**src/rtl/instr_fetch_unit.sv**
```systemverilog
// Instruction fetch stage: sequential PC generation, in-order imem requests,
// prefetch queue feeding IF/ID, and redirect-driven flush with in-flight drop.
module instr_fetch_unit #(
    parameter int              PC_W     = 9,
    parameter int              INS_W    = 32,
    parameter int              DEPTH    = 4,
    parameter logic [PC_W-1:0] RESET_PC = '0
) (
    input  logic             clk,
    input  logic             rst,
    output logic             imem_req,
    output logic [PC_W-1:0]  imem_addr,
    input  logic             imem_gnt,
    input  logic             imem_rvalid,
    input  logic [INS_W-1:0] imem_rdata,
    input  logic             redirect,
    input  logic [PC_W-1:0]  redirect_pc,
    input  logic             id_ready,
    output logic             id_valid,
    output logic [INS_W-1:0] id_instr,
    output logic [PC_W-1:0]  id_pc
);

    localparam int CNT_W = $clog2(DEPTH + 1);
    localparam int PTR_W = $clog2(DEPTH);
    localparam logic [PC_W-1:0]  PC_STEP   = PC_W'(4);
    localparam logic [CNT_W:0]   DEPTH_EXT = (CNT_W + 1)'(DEPTH);

    typedef struct packed {
        logic [INS_W-1:0] instr;
        logic [PC_W-1:0]  pc;
    } entry_t;

    entry_t             queue [DEPTH];
    entry_t             head;
    logic [PC_W-1:0]    fetch_pc;
    logic [PC_W-1:0]    resp_pc;
    logic [PTR_W-1:0]   wr_ptr;
    logic [PTR_W-1:0]   rd_ptr;
    logic [CNT_W-1:0]   count;
    logic [CNT_W-1:0]   outstanding;
    logic [CNT_W-1:0]   drop_cnt;
    logic [CNT_W:0]     committed;
    logic               fire;
    logic               push;
    logic               pop;
    logic               empty;
    logic               dropping;

    // Queued plus in-flight entries never exceed DEPTH, so a returning
    // response always finds a free slot.
    assign committed = {1'b0, count} + {1'b0, outstanding};
    assign imem_req  = !rst && !redirect && (committed < DEPTH_EXT);
    assign imem_addr = fetch_pc;
    assign fire      = imem_req && imem_gnt;

    assign dropping  = (drop_cnt != '0);
    assign push      = imem_rvalid && !dropping && !redirect;

    assign empty     = (count == '0);
    assign id_valid  = !empty && !redirect;
    assign pop       = id_valid && id_ready;

    assign head      = queue[rd_ptr];
    assign id_instr  = id_valid ? head.instr : '0;
    assign id_pc     = id_valid ? head.pc    : '0;

    // Payload storage carries no reset; occupancy is tracked by count.
    always_ff @(posedge clk) begin
        if (push)
            queue[wr_ptr] <= entry_t'{instr: imem_rdata, pc: resp_pc};
    end

    always_ff @(posedge clk or posedge rst) begin
        if (rst) begin
            fetch_pc    <= RESET_PC;
            resp_pc     <= RESET_PC;
            wr_ptr      <= '0;
            rd_ptr      <= '0;
            count       <= '0;
            outstanding <= '0;
            drop_cnt    <= '0;
        end else if (redirect) begin
            // Every response still owed by memory belongs to the old path,
            // including ones already marked for dropping.
            fetch_pc    <= redirect_pc;
            resp_pc     <= redirect_pc;
            wr_ptr      <= '0;
            rd_ptr      <= '0;
            count       <= '0;
            outstanding <= outstanding - CNT_W'(imem_rvalid);
            drop_cnt    <= outstanding - CNT_W'(imem_rvalid);
        end else begin
            if (fire)
                fetch_pc <= fetch_pc + PC_STEP;
            if (push) begin
                wr_ptr  <= wr_ptr + PTR_W'(1);
                resp_pc <= resp_pc + PC_STEP;
            end
            if (pop)
                rd_ptr <= rd_ptr + PTR_W'(1);
            count       <= count + CNT_W'(push) - CNT_W'(pop);
            outstanding <= outstanding + CNT_W'(fire) - CNT_W'(imem_rvalid);
            if (imem_rvalid && dropping)
                drop_cnt <= drop_cnt - CNT_W'(1);
        end
    end

endmodule

```
**config.mk**
```make
export PLATFORM = sky130hd
export DESIGN_NAME = instr_fetch_unit
export DESIGN_NICKNAME = d
export VERILOG_FILES = /design/src/rtl/instr_fetch_unit.sv
export SDC_FILE = /design/constraint.sdc
export NUM_CORES = 1
export LEC_CHECK = 0
export ABC_AREA = 1
export CORE_AREA = 2 2 169 171
export DETAILED_ROUTE_END_ITERATION = 6
export DIE_AREA = 0 0 171 173
export GPL_TIMING_DRIVEN = 0
export PLACE_DENSITY = 0.5
export SLEW_MARGIN = 20
export SYNTH_ARGS = -nofsm -noshare
export SYNTH_HDL_FRONTEND = slang
export SYNTH_SLANG_ARGS = --single-unit
```
**constraint.sdc**
```tcl
create_clock -name clk -period 4.5 [get_ports clk]
set_clock_uncertainty 0.1 [all_clocks]
set_input_delay 1.35 -clock clk [delete_from_list [all_inputs] [get_ports clk]]
set_output_delay 1.35 -clock clk [all_outputs]
set_load 0.05 [all_outputs]
```
==> results of run 1 <==
what timing repair did:
action                                  4_1_cts  5_1_grt
gates resized for setup                      43        2
gates cloned                                  0        0
endpoints found under the setup margin       40        2
cells in the final DEF, fill, tap and decap left out, drive strengths merged:
master / instances
nand4: 2
dlymetal6s2s: 1
edfxtp: 164
nor2: 185
clkdlybuf4s50: 56
ha: 16
o21bai: 1
fa: 2
o211ai: 2
nor3: 1
clkdlybuf4s15: 1
or2: 3
nand2: 76
clkbuf: 34
buf: 27
xor2: 5
nand3: 25
inv: 45
a21oi: 46
o21ai: 100
a31oi: 1
clkinv: 6
dfrtp: 31
dlygate4sd2: 39
routing by layer:
metal	track usage [%]	vias up	wire [um]
met5	0	-	0
met3	2.82	16	751
met1	17.8	2704	9050
met4	3.74	0	208
met2	23.5	109	9740
li1	-	2762	-
sequential cells by signal, summed over array words and instances, names as in the netlist:
register and count:
rd_ptr 2, imem_addr 9, wr_ptr 2, drop_cnt 3, queue 164, outstanding 3
count 3, resp_pc 9
worst max path at each step:
stage | startpoint | slack, ps | depth (start not counted) | endpoint
after floorplan | rst | 40 | 12 | outstanding[2]$_DFF_PP0_
after global placement | imem_rvalid | -1990 | 5 | queue[3][27]$_DFFE_PP_
after detailed placement | rst | -580 | 5 | imem_req
after CTS | redirect | 40 | 7 | id_valid
after global routing | redirect | 40 | 7 | id_pc[7]
final | redirect | 140 | 7 | id_pc[2]
cells by family (layout without fill, tap and decap cells):
family | after synthesis | after routing | share of synthesized area (%)
AND/OR/NAND/NOR | 292 | 292 | 14.0
flip-flops | 195 | 195 | 69.3
AO/OA/AOI/OAI | 150 | 150 | 9.23
buffers and inverters | 73 | 209 | 4.01
adder cells (fa/ha/maj) | 18 | 18 | 2.92
XOR/XNOR | 5 | 5 | 0.532
through the flow:
step,hold WS [ps],setup WS [ps]
after floorplan,376,44.2
after global placement,361,-1990
after detailed placement,364,-575
after CTS,383,36.6
after global routing,415,41.0
final,376,141
worst min-delay path: stages, from the launching register on:
cell	delay, ps
dfrtp_1	350
nand2_1	50
nand2_1	50
cell type report:
cell class,count,area (um^2),share of cell area (%)
repair buffers,104,1090,10.4
multi-input cells,465,2230,21.3
inverters,36,140,1.34
clock buffers,17,425,4.06
flip-flops and latches,195,5700,54.4
plain buffers,37,195,1.86
well taps,378,473,4.51
clock inverters,15,226,2.16
power breakdown:
part | total, uW | internal, uW | switching, uW
clock network | 1630 | 791 | 839
registers | 2170 | 2080 | 90.3
logic | 1630 | 474 | 1150
total | 5430 | 3340 | 2080
==> results.toml, run 1 <==
[run_status]
outcome = "finished clean"

[placed_design]
post_dp_cell_area_um2 = 9870
placedCellCount = 1215
dpl.hpwl_um = 12800
place.gp.congestion = 0.766
port_buffers = 97

[worst_setup_path]
r2r_slack_ps = 1710
cp.buffers_inverters = 5
critical-path-max-stage-delay_ps = 570
worstPathRequired_ps = 3050
r2r_end = "count[2]$_DFF_PP0_"
crit_path_cell_trace = "buf_6 > inv_2 > buf_4 > nand2_2 > buf_2 > a21oi_1 > dlygate4sd2_1"
r2r-start = "drop_cnt[0]$_DFFE_PP0P_"
cp_max_fo = 10
end_kind = "primary output"
cp_slowest_cell = "dlygate4sd2_1"
rr_worst_depth = 12
crit_path_start_kind = "input pin"
arrival_ps = 2910
path_delay_family = "buffers and inverters"
path_class = "input pin to primary output"

[layout]
fill_cells = 2718
instances_no_fill = 1247
antenna_cells = 0
drive_gt1_share_pct = 8.86
area_growth_syn_to_layout_pct = 27.3
fin_nets = 921
post-route-util_pct = 37.9
design_area_um2 = 10500

[die]
dieArea_um2 = 29600
start_util_pct = 29.8
coreArea_um2 = 27600
die_w_um = 171
dieHeight_um = 173
rows = 61
ios = 99

[global_route]
grt_antenna_before_repair = 0
grt_max_degree = 33
track_usage_pct = 13.8
grt_pass1_wl_um = 31000
grt_pass1_vias = 5560
grt.overflow.total = 0

[yosys]
synth_nets = 798
synth_seq_cells = 195
yosys-top-cells-count = "nor2_1, edfxtp_1, nand2_1, o21ai_1, a21oi_1"
yosysSeqAreaShare_pct = 69.3
yosysWarnings = 0
synth_ff_type = "edfxtp_1"
synth_top_cell_by_area = "edfxtp_1"
syn-cell-area_um2 = 8230
synthCells = 733
synth.most_common_cell = "nor2_1"
synth_cell_types = 27
synth_top_area_share_pct = 59.8
ys_async_sr_fraction_pct = 15.9
synth_edf_count = 164
synth_area_leaders = "edfxtp_1, dfrtp_1, nor2_1"
synth_area_per_cell_um2 = 11.2

[routing]
vias = 5591
first_iter_violations = 337
dr.pass1.iters = 5
wl_per_cell_um = 15.8
drt_wl_total_um = 19800
ant_nets = 0
routed_via_density = 4.48
drc_errors = 0

[timing]
timing.fmax_mhz = 229
worst_slew_pin_slew_ps = 717
finalHoldViolations = 0
rsz0062_at_grt = "no"
setup_violations = 0
period_needed_ps = 4360
maxSlewViolCount = 0
tns_ps = 0
relSlewSlack_pct = 52.1
finalCritPeriodShare_pct = 96.9

[clocking]
clk_latency_ps = 440
cts_sinks = 195
cts-root-buf = "clkbuf_16"
holdBufCountCts = 0
cts.repair_timing.setup_buffer_count = 0
clk_pin_slew_ps = 80
cts_buffers = 17
tritoncts = "done"
clock_path_buffers = 2
cts_max_level = 4

[worst_hold_path]
hold_start = "imem_addr[1]$_DFFE_PP0P_"
min_to = "imem_addr[1]$_DFFE_PP0P_"
holdPathStages = 2
hp-class = "flop to flop"

[pwr]
power_uw = 5430
p_leak_uw = 0.00403
power_density_nw_per_um2 = 518
ir_worst_vdd_mv = 0.236

[job]
cap_violations = 0
(Power assumes the default switching activity.)
==> run 2: changes to the inputs <==
--- a/config.mk
+++ b/config.mk
@@ -6,11 +6,12 @@
 export NUM_CORES = 1
 export LEC_CHECK = 0
 export ABC_AREA = 1
-export CORE_AREA = 2 2 169 171
+export CORE_AREA = 2 2 161 179
 export DETAILED_ROUTE_END_ITERATION = 6
-export DIE_AREA = 0 0 171 173
+export DIE_AREA = 0 0 163 181
+export DONT_BUFFER_PORTS = 1
 export GPL_TIMING_DRIVEN = 0
-export PLACE_DENSITY = 0.5
+export PLACE_DENSITY = 0.45
 export SLEW_MARGIN = 20
 export SYNTH_ARGS = -nofsm -noshare
 export SYNTH_HDL_FRONTEND = slang
==> results.toml, run 2 (same netlist as run 1, synthesis figures left out) <==
[run_status]
outcome = "finished with violations"
violations = "design-rule violations"

[global_route]
grt_max_degree = 33
grt_pass1_wl_um = 30100
track_usage_pct = 13.6
grt.overflow.total = 0
grt_antenna_before_repair = 0
grt_pass1_vias = 5116

[placed_design]
place.gp.congestion = 0.738
post_dp_cell_area_um2 = 8940
dpl.hpwl_um = 12900
port_buffers = 0

[clocking]
clk_pin_slew_ps = 80
holdBufCountCts = 0
tritoncts = "done"
cts_buffers = 17
cts-root-buf = "clkbuf_16"
clock_path_buffers = 2
cts.repair_timing.setup_buffer_count = 0
cts_max_level = 4
cts_sinks = 195
clk_latency_ps = 430

[routing]
highest_layer = "met4"
wl_per_cell_um = 17.5
routed_via_density = 4.63
drt_wl_total_um = 19900
wl_met3_um = 1130
met1Wirelength_um = 8710
first_iter_violations = 316
dr.pass1.iters = 7
wl_met2_um = 9810
drc_errors = 3
vias = 5264
ant_nets = 0

[worst_setup_path]
r2r-start = "count[1]$_DFF_PP0_"
path_class = "input pin to primary output"
cp.buffers_inverters = 4
worstPathRequired_ps = 3050
crit_path_cell_trace = "buf_6 > inv_2 > buf_4 > nand2_2 > buf_2 > a21oi_1"
cp_slowest_cell = "a21oi_1"
r2r_end = "outstanding[2]$_DFF_PP0_"
end_kind = "primary output"
crit_path_start_kind = "input pin"
cp_max_fo = 10
arrival_ps = 2990
critical-path-max-stage-delay_ps = 840
r2r_slack_ps = 1240
rr_worst_depth = 13
path_delay_family = "compound AO/OA/AOI/OAI gates"

[worst_hold_path]
min_to = "drop_cnt[0]$_DFFE_PP0P_"
hold_start = "drop_cnt[0]$_DFFE_PP0P_"
holdPathStages = 3
hp-class = "flop to flop"

[layout]
area_growth_syn_to_layout_pct = 16.8
fill_cells = 2797
largest-register = "queue"
fin_nets = 825
design_area_um2 = 9610
drive_gt1_share_pct = 13.1
final_common_cell = "nor2_1"
antenna_cells = 0
largest_register_ffs = 164
final_cell_mix = "nor2_1, edfxtp_1, nand2_1"

[die]
rows = 64
die_w_um = 163
ios = 99
start_util_pct = 29.8
dieArea_um2 = 29500
coreArea_um2 = 27600
dieHeight_um = 181

[pwr]
p_sw_share_pct = 38.2
p_clk_share_pct = 29.4
power_uw = 5200
ir_worst_vdd_mv = 0.214
power_density_nw_per_um2 = 540
p_int_uw = 3210
p_leak_uw = 0.00347
net-switching-power_uw = 1980
p_seq_share_pct = 42.9
combPwrFrac_pct = 27.7

[timing]
rsz0062_at_grt = "yes"
worst_hold_slack_ps = 473
setup_violations = 0
period_needed_ps = 4440
maxSlewViolCount = 0
finalHoldViolations = 0
relSlewSlack_pct = 29.5
worst_slew_pin_slew_ps = 1060
finalCritPeriodShare_pct = 98.7
timing.fmax_mhz = 225

[job]
cap_violations = 0
## run 2: cell types whose count changed in the layout (fill, tap and decap cells not counted), sizes merged, moves of 2 or more
cell	change
clkdlybuf4s50	-56
inv	-3
clkinvlp	+2
dlygate4sd2	-39
## run 2: worst reg2reg max path, delay by kind of cell (launching register included)
kind,cells,cell delay [ps]
buffers and inverters,1,30
adders and majority gates,4,1220
xor gates and xnor gates,1,210
AOI/OAI and AO/OA,1,60
DFF,1,450
and+or+nand+nor,6,1060
## run 2: what timing repair did
item,4_1_cts,5_1_grt
setup endpoints to repair,9,12
endpoints found under the hold margin,0,0
gates resized for setup,9,10
## run 2: worst max path at each step
stage,start,endpoint,slack (ps),cells past startpoint
floorplan,rst,outstanding[2]$_DFF_PP0_,40,12
detailed placement,rst,outstanding[2]$_DFF_PP0_,-130,12
finish,redirect,id_instr[30],60,6
global route,redirect,id_pc[0],-30,6
global placement,imem_rvalid,queue[1][27]$_DFFE_PP_,-1570,4
CTS,redirect,id_instr[23],-10,6
## run 2: cell type report
cell class	count	area [um^2]	share of cell area, %
Buffer	37	195	2.03
Clock buffer	18	429	4.46
Timing Repair Buffer	8	208	2.16
Multi-Input combinational cell	465	2320	24.2
Tap cell	363	454	4.72
Inverter	36	135	1.41
Clock inverter	14	169	1.76
Sequential cell	195	5700	59.3
## run 2: power groups by stage
stage                     sequential, uW  clock, uW  combinational, uW
final                               2230       1530               1440
after floorplan                     2240          0               1080
after global placement              2280          0               1390
after detailed placement            2270          0               1430
after CTS                           2230       1570               1450
after global routing                2250       1630               1600
## run 2: per-layer routing
layer | track usage (%) | up-vias
li1 | - | 2574
met1 | 16.7 | 2553
met2 | 23.2 | 124
met3 | 3.74 | 13
met4 | 4.00 | 0
met5 | 0 | -
## run 2: through the flow
step                worst slack, ps  instances  utilization [%]  setup TNS [ps]
floorplan                      44.2        733                -               0
global placement              -1570       1096             31.4         -244200
detailed placement             -128       1104             32.4            -305
CTS                           -11.8       1136             34.7           -23.0
global route                  -29.3       1136             34.8            -120
finish                         58.5       1136             34.8               0
